### config.mk
export PLATFORM = sky130hd
export DESIGN_NAME = display_scan_ctrl_flat
export DESIGN_NICKNAME = d
export VERILOG_FILES = /design/src/rtl/display_scan_ctrl_if.sv /design/src/rtl/display_scan_ctrl.sv /design/src/flat_wrapper.sv
export SDC_FILE = /design/constraint.sdc
export NUM_CORES = 1
export LEC_CHECK = 0
export CAP_MARGIN = 20
export CORE_ASPECT_RATIO = 0.8
export CORE_MARGIN = 1.5
export CORE_UTILIZATION = 30
export CTS_CLUSTER_SIZE = 25
export DETAILED_ROUTE_END_ITERATION = 7
export HOLD_SLACK_MARGIN = 0.08
export PLACE_DENSITY_LB_ADDON = 0.15
export SYNTH_ARGS = -nofsm -noshare
export SYNTH_HDL_FRONTEND = slang
export SYNTH_SLANG_ARGS = --single-unit
### constraint.sdc
create_clock -name clk -period 7 [get_ports clk]
set_clock_uncertainty 0.15 [all_clocks]
set_input_delay 0.7 -clock clk [delete_from_list [all_inputs] [get_ports clk]]
set_output_delay 0.7 -clock clk [all_outputs]
set_load 0.05 [all_outputs]
### src/rtl/display_scan_ctrl_if.sv
// Bundles the load handshake, display controls and decoder-stage signals of the scan controller.
// master = scan controller side, slave = the block that feeds it and the decoder stage.
`timescale 1ns/1ps

interface display_scan_ctrl_if;
    logic [15:0] digits_in;
    logic        load;
    logic        load_ack;
    logic [3:0]  blink_mask;
    logic        display_on;
    logic [1:0]  s;
    logic [3:0]  num;
    logic        en;
    logic        frame_done;
    logic        blink_phase;

    modport master (
        input  digits_in,
        input  load,
        input  blink_mask,
        input  display_on,
        output load_ack,
        output s,
        output num,
        output en,
        output frame_done,
        output blink_phase
    );

    modport slave (
        output digits_in,
        output load,
        output blink_mask,
        output display_on,
        input  load_ack,
        input  s,
        input  num,
        input  en,
        input  frame_done,
        input  blink_phase
    );
endinterface

### src/rtl/display_scan_ctrl.sv
// Time-multiplexed HH:MM scan controller with frame-boundary double buffering and per-digit blink.
// Optional feature: define LEADING_ZERO_BLANK_EN to blank leading zeros of the hours digits.
`timescale 1ns/1ps

module display_scan_ctrl #(
    parameter int REFRESH_DIV = 100000,
    parameter int BLINK_DIV   = 25000000,
    parameter int CNT_W       = 27
) (
    input  logic                  clk,
    input  logic                  reset,
    display_scan_ctrl_if.master   bus
);

    typedef enum logic {
        ST_IDLE,
        ST_RUN
    } state_t;

    localparam logic [CNT_W-1:0] REFRESH_LAST = CNT_W'(REFRESH_DIV - 1);
    localparam logic [CNT_W-1:0] BLINK_LAST   = CNT_W'(BLINK_DIV - 1);

    state_t           state;
    state_t           state_next;
    logic             run;

    logic [CNT_W-1:0] pre_cnt;
    logic [CNT_W-1:0] blink_cnt;
    logic [1:0]       s_q;
    logic [15:0]      shadow;
    logic [15:0]      pend;
    logic             pending;
    logic             load_ack_q;
    logic             frame_done_q;
    logic             blink_phase_q;

    logic             tick;
    logic             boundary;
    logic             commit;
    logic [3:0]       lzb;
    logic [3:0]       num_c;
    logic             en_c;

    // Enable stays off until the first edge after reset release.
    always_ff @(posedge clk or negedge reset) begin
        if (!reset) begin
            state <= ST_IDLE;
        end else begin
            state <= state_next;
        end
    end

    always_comb begin
        state_next = state;
        run        = 1'b0;
        case (state)
            ST_IDLE: state_next = ST_RUN;
            ST_RUN:  run        = 1'b1;
            default: state_next = ST_IDLE;
        endcase
    end

    assign tick     = (pre_cnt == REFRESH_LAST);
    assign boundary = tick && (s_q == 2'd3);
    assign commit   = boundary && (pending || bus.load);

    always_ff @(posedge clk or negedge reset) begin
        if (!reset) begin
            pre_cnt      <= '0;
            s_q          <= 2'd0;
            frame_done_q <= 1'b0;
        end else begin
            pre_cnt      <= tick ? '0 : pre_cnt + CNT_W'(1);
            frame_done_q <= boundary;
            if (tick) begin
                s_q <= s_q + 2'd1;
            end
        end
    end

    // A load arriving on the boundary cycle itself bypasses pend and commits directly.
    always_ff @(posedge clk or negedge reset) begin
        if (!reset) begin
            shadow     <= 16'h0000;
            pend       <= 16'h0000;
            pending    <= 1'b0;
            load_ack_q <= 1'b0;
        end else begin
            load_ack_q <= commit;
            if (boundary) begin
                if (commit) begin
                    shadow <= bus.load ? bus.digits_in : pend;
                end
                pending <= 1'b0;
            end else if (bus.load) begin
                pend    <= bus.digits_in;
                pending <= 1'b1;
            end
        end
    end

    always_ff @(posedge clk or negedge reset) begin
        if (!reset) begin
            blink_cnt     <= '0;
            blink_phase_q <= 1'b0;
        end else if (blink_cnt == BLINK_LAST) begin
            blink_cnt     <= '0;
            blink_phase_q <= ~blink_phase_q;
        end else begin
            blink_cnt <= blink_cnt + CNT_W'(1);
        end
    end

    // Hours digits only: a zero tens-of-hours digit, and then a zero hours-units digit, go dark.
    always_comb begin
        lzb = 4'b0000;
`ifdef LEADING_ZERO_BLANK_EN
        lzb[3] = (shadow[15:12] == 4'd0);
        lzb[2] = lzb[3] && (shadow[11:8] == 4'd0);
`endif
    end

    always_comb begin
        num_c = shadow[{s_q, 2'b00} +: 4];
        en_c  = run & bus.display_on & ~(bus.blink_mask[s_q] & blink_phase_q) & ~lzb[s_q];
    end

    assign bus.s           = s_q;
    assign bus.num         = num_c;
    assign bus.en          = en_c;
    assign bus.load_ack    = load_ack_q;
    assign bus.frame_done  = frame_done_q;
    assign bus.blink_phase = blink_phase_q;

endmodule

### src/flat_wrapper.sv
// flat-port wrapper written by rule: the top's interface ports become plain ports
module display_scan_ctrl_flat 
#(
    parameter int REFRESH_DIV = 100000,
    parameter int BLINK_DIV   = 25000000,
    parameter int CNT_W       = 27
)
  (clk, reset, bus_digits_in, bus_load, bus_blink_mask, bus_display_on, bus_load_ack, bus_s, bus_num, bus_en, bus_frame_done, bus_blink_phase);
  display_scan_ctrl_if bus_i ();
  input  logic clk;
  input  logic reset;
  input wire logic [$bits(bus_i.digits_in)-1:0] bus_digits_in;
  input wire logic [$bits(bus_i.load)-1:0] bus_load;
  input wire logic [$bits(bus_i.blink_mask)-1:0] bus_blink_mask;
  input wire logic [$bits(bus_i.display_on)-1:0] bus_display_on;
  output wire logic [$bits(bus_i.load_ack)-1:0] bus_load_ack;
  output wire logic [$bits(bus_i.s)-1:0] bus_s;
  output wire logic [$bits(bus_i.num)-1:0] bus_num;
  output wire logic [$bits(bus_i.en)-1:0] bus_en;
  output wire logic [$bits(bus_i.frame_done)-1:0] bus_frame_done;
  output wire logic [$bits(bus_i.blink_phase)-1:0] bus_blink_phase;
  assign bus_i.digits_in = bus_digits_in;
  assign bus_i.load = bus_load;
  assign bus_i.blink_mask = bus_blink_mask;
  assign bus_i.display_on = bus_display_on;
  assign bus_load_ack = bus_i.load_ack;
  assign bus_s = bus_i.s;
  assign bus_num = bus_i.num;
  assign bus_en = bus_i.en;
  assign bus_frame_done = bus_i.frame_done;
  assign bus_blink_phase = bus_i.blink_phase;
  display_scan_ctrl #(.REFRESH_DIV(REFRESH_DIV), .BLINK_DIV(BLINK_DIV), .CNT_W(CNT_W)) u_core (.clk(clk), .reset(reset), .bus(bus_i));
endmodule
# Word level (Yosys, flattened, before mapping)

Cells that the tools add are included.

Register bits: 93
Logic and storage cells: 40
Bits of input ports: 24
Output and inout bits: 10

Shift operators: 1
Magnitude comparators: 1
Reduce and logical (&&, ||, !) cells: 5
Muxes and demuxes: 10
$add $sub $neg: 3
Bitwise logic cells: 7
Eq/ne operators: 3

Operators by type and width:

| operator                | count |
|---|---|
| $add A27 B1 Y27 const B | 2 |
| $mux W27                | 2 |
| $eq A27 B17 Y1 const B  | 1 |
| $eq A27 B25 Y1 const B  | 1 |
| $mux W16                | 1 |
| $shiftx A16 B5 Y4       | 1 |
| $mux W1                 | 5 |
| $and A1 B1 Y1           | 4 |
| $bmux W1 S2             | 2 |
| $lt A2 B3 Y1 const B    | 1 |
| $not A1 Y1              | 3 |
| $add A2 B1 Y2 const B   | 1 |
| $eq A2 B2 Y1 const B    | 1 |
| $logic_and A1 B1 Y1     | 2 |
| $reduce_and A2 Y1       | 1 |
| $reduce_bool A2 Y1      | 1 |
| $logic_or A1 B1 Y1      | 1 |

# Longest topological paths before layout

Gate-level depths: netlist of the first run.

Word-level depth: 6
Mapped depth: 7
Gate-level depth less buffers: 5

# Worst setup path before layout of the first run

OpenSTA, ideal clock, no wires.

Path type: register to output
Start: register u_core.s_q[0] (netlist: u_core.bus.s[0])
End: output bus_en
Path buffers: 1
Path slack: 3796 ps
Data required time: 6150 ps
Arrival time: 2354 ps
Stages on the path, launching flop included: 4
Cells stage by stage: dfrtp_1 > clkbuf_1 > mux4_2 > a21oi_1

Word-level cells in the longest chain between the ends: 6
Elaborated cells on any way between the ends: 9
Classes of those cells: mux (4); bitwise (5)

Ends and longest elaborated chain:

| what                          | line                     | text |
|---|---|---|
| from (decl)                   | display_scan_ctrl.sv:29  | `logic [1:0] s_q;` |
| from (signal assigned)        | display_scan_ctrl.sv:76  | `s_q <= s_q + 2'd1;` |
| $bmux W1 S2                   | display_scan_ctrl.sv:125 | `en_c = run & bus.display_on & ~(bus.blink_mask[s_q] & blink_phase_q) & ~lzb[s_q];` |
| $mux W1 (implied by the code) | display_scan_ctrl.sv:125 |  |
| $and A1 B1 Y1                 | display_scan_ctrl.sv:125 |  |
| $not A1 Y1                    | display_scan_ctrl.sv:125 |  |
| $and A1 B1 Y1                 | display_scan_ctrl.sv:125 |  |
| $and A1 B1 Y1 (*)             | display_scan_ctrl.sv:125 |  |
| to (decl)                     | flat_wrapper.sv:19       | `output wire logic [$bits(bus_i.en)-1:0] bus_en;` |

Every way passes the cells marked *; elsewhere a longest branch is shown, timed or not. The select of a mux whose other input is x is not followed.

# Final worst setup path of the first run

Same ends and word-level chain as after synthesis.

==> results of run 1 <==
[per-layer routing]
layer / part of all wire [%] / global-route usage [%] / up-vias
li1: - / - / 1461
met1: 54 / 18.7 / 1470
met2: 43 / 17.6 / 28
met3: 2.3 / 2.75 / 8
met4: 1.0 / 3.44 / 0
met5: 0 / 0 / -
[Yosys cell counts]
| master | count |
|---|---|
| nor4_1 | 11 |
| nor4b_1 | 2 |
| or4_4 | 1 |
| buf_6 | 2 |
| a2bb2oi_1 | 1 |
| inv_1 | 5 |
| a21oi_1 | 12 |
| o21ai_0 | 11 |
| or2_2 | 2 |
| nor3b_1 | 1 |
| nor4_2 | 1 |
| o31ai_1 | 4 |
| buf_12 | 1 |
| nor2b_1 | 2 |
| and4_1 | 9 |
| mux4_2 | 5 |
| dfrtp_1 | 93 |
| mux2_2 | 40 |
| nand4_4 | 1 |
| nand4_1 | 13 |
| xnor2_1 | 14 |
| clkbuf_1 | 9 |
| nor3_1 | 8 |
| mux2i_1 | 1 |
| or3_1 | 9 |
| nand3_1 | 19 |
| o221ai_1 | 2 |
| conb_1 | 1 |
| nand2b_1 | 1 |
| and3_1 | 13 |
| xor2_1 | 22 |
| and2_1 | 3 |
| buf_2 | 1 |
| ha_1 | 3 |
| nor3_2 | 1 |
| nor3_4 | 2 |
| o22a_1 | 1 |
| or4_1 | 6 |
| nor2_1 | 12 |
| mux2_4 | 9 |
| nand2_1 | 23 |
[report_power, final]
group          switching [W]  leakage [nW]  internal [W]  total [W]
Clock               0.000200         0.155      0.000290   0.000490
Sequential        0.00000621          1.22      0.000550   0.000557
Combinational      0.0000268         0.921     0.0000353  0.0000622
[stage by stage]
step | instances | instance area, µm² | hold slack [ps] | total power (W)
global placement | 583 | 5000 | 307 | 0.000629
detailed placement | 583 | 5000 | 309 | 0.000630
finish | 599 | 5310 | 157 | 0.00111
floorplan | 377 | 4510 | 254 | 0.000598
global route | 599 | 5310 | 193 | 0.00116
CTS | 599 | 5310 | 176 | 0.00113
[cells by family (layout without fill, tap and decap cells)]
family	after synthesis	in the layout	synth area share (%)
xor gates and xnor gates	36	36	6.99
other	1	1	0.0831
and+or+nand+nor	140	140	18.6
buffers and inverters	18	56	2.22
DFF	93	93	51.6
AOI/OAI and AO/OA	31	31	3.99
muxes	55	55	15.7
adders and majority gates	3	3	0.832
[final cells by class]
class | count | area [µm²] | area share [%]
clock inverter | 2 | 13.8 | 0.259
timing repair buffer | 35 | 343 | 6.45
inverter | 5 | 18.8 | 0.353
sequential | 93 | 2330 | 43.8
multi-input combinational | 266 | 2090 | 39.3
clock buffer | 14 | 294 | 5.53
tap | 184 | 230 | 4.33
[sequential cells by signal, indices dropped and copies added (netlist names)]
signal                  cells
u_core.bus.frame_done       1
u_core.pend                16
u_core.bus.blink_phase      1
u_core.bus.load_ack         1
u_core.shadow              16
u_core.blink_cnt           27
u_core.bus.s                2
u_core.pre_cnt             27
u_core.pending              1
u_core.state                1
[worst paths after layout]
| path | from | endpoint | slack [ps] | depth (start not counted) |
|---|---|---|---|---|
| worst max-delay path | u_core.bus.s[0] | bus_en | 3610 | 3 |
| worst min-delay path | reset | u_core.pend[12] | 160 | 1 |
| worst max register to register | u_core.pre_cnt[0] | u_core.pend[1] | 3920 | 5 |
| worst min register to register | u_core.blink_cnt[4] | u_core.blink_cnt[4] | 320 | 1 |
| max in group asynchronous | reset | u_core.shadow[3] | 5420 | 2 |
| min in group clk | u_core.blink_cnt[4] | u_core.blink_cnt[4] | 320 | 1 |
==> results.tsv, run 1 <==
stage	metric	value	unit
run_status	run status	finished, final reports clean	
floorplan	Core Region	14500	µm²
finish	n_diodes	0	
critical_path	CP Capture Type	output port	
timing	Slew Limit Fails	0	
routing	remaining antenna violation count	0	
timing	Slew HR	29.3	%
timing	Final WS setup	3610	ps
floorplan	die area	15800	µm²
global_route	vias in the first global route	2952	
critical_path	CP required	6150	ps
place	GP Congestion	0.717	
finish	commonest non-fill, non-tap cell in the layout	dfrtp_1	
global_route	grt total ovfl	0	
synthesis	syn_nets	404	
synthesis	Syn Area/Cell	12.0	µm²
clock_tree	CTS tree	yes	
global_route	first-pass GRT wire length	15.6	mm
place	Final HPWL DP	6.12	mm
critical_path	critical-path cell with the highest stage delay	clkdlybuf4s50_1	
clock_tree	PostCTS Resize Cnt	0	
clock_tree	clock buffer depth	2	
routing	starting DRC count in detailed routing	141	
routing	Via density	4.95	
timing	final hold viol count	0	
timing	fmax	0.295	GHz
clock_tree	CTS root buf	clkbuf_16	
finish	Layout Area Growth over Synthesis	17.7	%
clock_tree	CTS buffer count	9	
floorplan	Die H	113	µm
global_route	antenna violations before repair	0	
synthesis	sequential share of the synthesized area	51.6	%
critical_path	largest fanout on the critical path	8	
global_route	GRT Overall Usage	12.3	%
timing	Worst-Margin Slew	1060	ps
floorplan	Initial Utilization	31.1	%
clock_tree	clock-pin slew on the worst setup and hold paths	60	ps
routing	router iterations before antenna repair	4	
clock_tree	post-CTS setup repair buffer count	0	
floorplan	I/O pin total	34	
routing	DR WL/cell	15.0	µm
routing	DRC viols	0	
synthesis	Synth area leaders	dfrtp_1, mux2_2, xor2_1	
critical_path	Crit Path Class	reg -> out	
clock_tree	Max H-tree Level	3	
routing	total number of vias	2967	
floorplan	Site Rows	39	
synthesis	Cell variety after synth	41	
timing	min Tclk post-route	3390	ps
synthesis	Syn Std Cell Area	4510	µm²
synthesis	Synth area leader	dfrtp_1	
critical_path	Crit path buffers/inverters	1	
timing	post-route setup TNS	0	ps
synthesis	Synth top area share	51.6	%
place	pre-CTS setup slack	3460	ps
finish	Fillers	1411	
clock_tree	# clock sinks	93	
finish	Final Core Density	36.7	%
timing	period utilization	48.5	%
pwr	Leak	2.29	nW
place	IO buf count	33	
pwr	VDD IR max	0.000105	V
flow_run	Max Cap Viol	0	
clock_tree	Clock Latency Late Sink	340	ps
critical_path	delay-heaviest family, CP	buffers and inverters	
synthesis	synthesis-stage register bit count	93	
global_route	largest net degree at the start of global routing	61	
finish	layout cell share with drive strength beyond 1	19.5	%
timing	final setup violation count	0	
synthesis	Syn. warnings	0	
clock_tree	Hold Buf Count CTS	0	
critical_path	cells along the critical path	mux4_2 > a21oi_1 > clkdlybuf4s50_1	
critical_path	CP peak stage delay	820	ps
finish	NumNets Final	437	
finish	most frequent cells in the layout	dfrtp_1, mux2_2, clkdlybuf4s50_1, nand2_1, xor2_1	
routing	final WL	8.97	mm
floorplan	width of the die	140	µm
timing	RSZ-0062 raised after global routing	no	
pwr	pwr dens	209	nW/µm²
critical_path	CP Launch Type	flip-flop	
worst_hold_path	type of the worst min-delay path	in -> async	
synthesis	Cells after Synth	377	
critical_path	Worst EP arrival	2540	ps
Power figures use the tool's default switching activity.
==> run 2, diff against run 1 <==
==> constraint.sdc (replaced) <==
create_clock -name clk -period 3 [get_ports clk]
set_clock_uncertainty 0.15 [all_clocks]
set_input_delay 0.3 -clock clk [delete_from_list [all_inputs] [get_ports clk]]
set_output_delay 0.3 -clock clk [all_outputs]
set_load 0.05 [all_outputs]
==> run 2 against run 1 <==
Compared with the run above:
- die area stayed put
- cell area is 0.82% higher
- clock power is 130% higher
- first-iteration DRC count is 41% lower
- critical path type unchanged
- global-route usage hardly changed
- utilization is 0.30 points higher
==> results.tsv, run 2 (same netlist as run 1, synthesis figures left out) <==
stage	metric	value	unit	change
pwr	Psw	0.000544	W	was 0.000234 W
clock_tree	# clock sinks	93		unchanged
global_route	GRT Overall Usage	12.3	%	about the same
global_route	first-pass GRT wire length	15.5	mm	was 15.6 mm
place	IO buf count	33		unchanged
timing	final hold viol count	0		unchanged
floorplan	width of the die	140	µm	unchanged
flow_run	Max Cap Viol	0		unchanged
place	Final HPWL DP	6.09	mm	was 6.12 mm
critical_path	R2R Setup Slk	420	ps	was 3920 ps
routing	total number of vias	2984		was 2967
run_status	run status	finished, final reports clean		unchanged
global_route	largest net degree at the start of global routing	59		was 61
clock_tree	CTS buffer count	9		unchanged
clock_tree	post-CTS setup repair buffer count	0		unchanged
place	GP Congestion	0.713		was 0.717
routing	DRC viols	0		unchanged
finish	Layout Area Growth over Synthesis	18.7	%	was 17.7%
pwr	fraction of power consumed by combinational cells	5.8	%	was 5.6%
routing	starting DRC count in detailed routing	83		was 141
routing	Via density	4.93		was 4.95
critical_path	CP Capture Type	output port		unchanged
critical_path	largest fanout on the critical path	8		unchanged
pwr	switch share	21.1	%	about the same
pwr	Clk pwr share	43.9	%	was 44.2%
critical_path	Crit Path Class	reg -> out		unchanged
floorplan	Initial Utilization	31.1	%	unchanged
timing	final setup violation count	0		unchanged
routing	final WL	8.98	mm	was 8.97 mm
clock_tree	CTS root buf	clkbuf_16		unchanged
timing	Worst-Margin Slew	573	ps	was 1060 ps
pwr	Leak	2.32	nW	was 2.29 nW
floorplan	Site Rows	39		unchanged
clock_tree	Max H-tree Level	3		unchanged
timing	Slew Limit Fails	0		unchanged
pwr	internal power	0.00204	W	was 0.000875 W
critical_path	Worst EP arrival	2350	ps	was 2540 ps
pwr	VDD IR max	0.000271	V	was 0.000105 V
pwr	sequential power share	50.3	%	was 50.2%
floorplan	Core Region	14500	µm²	unchanged
global_route	vias in the first global route	3014		was 2952
finish	NumNets Final	443		was 437
finish	n_diodes	0		unchanged
finish	layout cell share with drive strength beyond 1	20.2	%	was 19.5%
routing	remaining antenna violation count	0		unchanged
global_route	antenna violations before repair	0		unchanged
pwr	pwr dens	482	nW/µm²	was 209 nW/µm²
critical_path	CP required	2550	ps	was 6150 ps
clock_tree	clock-pin slew on the worst setup and hold paths	70	ps	was 60 ps
clock_tree	CTS tree	yes		unchanged
timing	post-route setup TNS	0	ps	unchanged
global_route	grt total ovfl	0		unchanged
routing	router iterations before antenna repair	4		unchanged
floorplan	Die H	113	µm	unchanged
floorplan	I/O pin total	34		unchanged
critical_path	critical-path cell with the highest stage delay	clkdlybuf4s50_1		unchanged
routing	DR WL/cell	14.8	µm	was 15.0 µm
timing	fmax	0.357	GHz	
finish	largest registers	u_core.blink_cnt: 27 flops, u_core.pre_cnt: 27 flops		unchanged
finish	Final Core Density	37.0	%	was 36.7%
timing	Slew HR	61.8	%	was 29.3%
clock_tree	clock buffer depth	2		unchanged
critical_path	cells along the critical path	mux4_2 > clkdlybuf4s50_1		was mux4_2 > a21oi_1 > clkdlybuf4s50_1
critical_path	CP Launch Type	flip-flop		unchanged
clock_tree	Clock Latency Late Sink	340	ps	about the same
timing	min Tclk post-route	2800	ps	
finish	commonest non-fill, non-tap cell in the layout	dfrtp_1		unchanged
finish	most frequent cells in the layout	dfrtp_1, mux2_2, clkdlybuf4s50_1, nand2_1, xor2_1		unchanged
critical_path	CP peak stage delay	710	ps	was 820 ps
timing	period utilization	93.2	%	
worst_hold_path	type of the worst min-delay path	in -> async		unchanged
timing	RSZ-0062 raised after global routing	no		unchanged
floorplan	die area	15800	µm²	unchanged
finish	Fillers	1411		unchanged
[run 2: layer usage]
metal  track usage (%)  vias up  part of all wire (%)
met4              3.58        0                   1.3
met3              3.17       10                   2.8
met2              17.9       31                    42
met1              18.1     1470                    54
met5                 0        -                     0
li1                  -     1473                     -
[run 2: cell type report]
cell class / count / area (µm²) / area share, %
clock buffers: 12 / 246 / 4.60
clock inverters: 4 / 47.5 / 0.888
inverters: 5 / 18.8 / 0.350
multi-input cells: 266 / 2090 / 38.9
flip-flops and latches: 93 / 2330 / 43.4
well taps: 184 / 230 / 4.30
repair buffers: 41 / 400 / 7.47
[run 2: metrics by stage]
step | setup WS [ps] | cells | total power [W] | instance area [µm²] | hold slack, ps
floorplan | 196 | 377 | 0.00140 | 4510 | -146
global placement | 449 | 588 | 0.00147 | 5050 | 153
detailed placement | 422 | 588 | 0.00147 | 5050 | 150
CTS | 156 | 605 | 0.00263 | 5360 | 319
global route | 96.7 | 605 | 0.00269 | 5360 | 335
finish | 203 | 605 | 0.00258 | 5360 | 311
[run 2: path summary, 6_finish.rpt]
kind	start	endpoint	depth (start not counted)
worst min-delay path	reset	u_core.pend[12]	2
worst max register to register	u_core.pre_cnt[0]	u_core.pend[2]	6
min in group clk	u_core.blink_cnt[4]	u_core.blink_cnt[4]	1
worst max-delay path	u_core.bus.s[0]	bus_num[1]	2
worst min register to register	u_core.blink_cnt[4]	u_core.blink_cnt[4]	1
max in group asynchronous	reset	u_core.blink_cnt[0]	3
[run 2: timing repair]
action                    CTS  global route
resized for setup           0             0
hold buffers                1             0
hold endpoints to repair   35             0
[run 2: worst max-delay path: cells and delay by family (launching register included)]
kind,cells,cell delay (ps)
buffers and inverters,1,710
DFF,1,700
muxes,1,590
[run 2: power groups by stage]
stage / sequential [W] / clock [W] / combinational [W]
finish: 0.00130 / 0.00113 / 0.000149
global route: 0.00130 / 0.00122 / 0.000165
CTS: 0.00130 / 0.00118 / 0.000153
detailed placement: 0.00132 / 0 / 0.000151
global placement: 0.00132 / 0 / 0.000149
floorplan: 0.00132 / 0 / 0.0000777
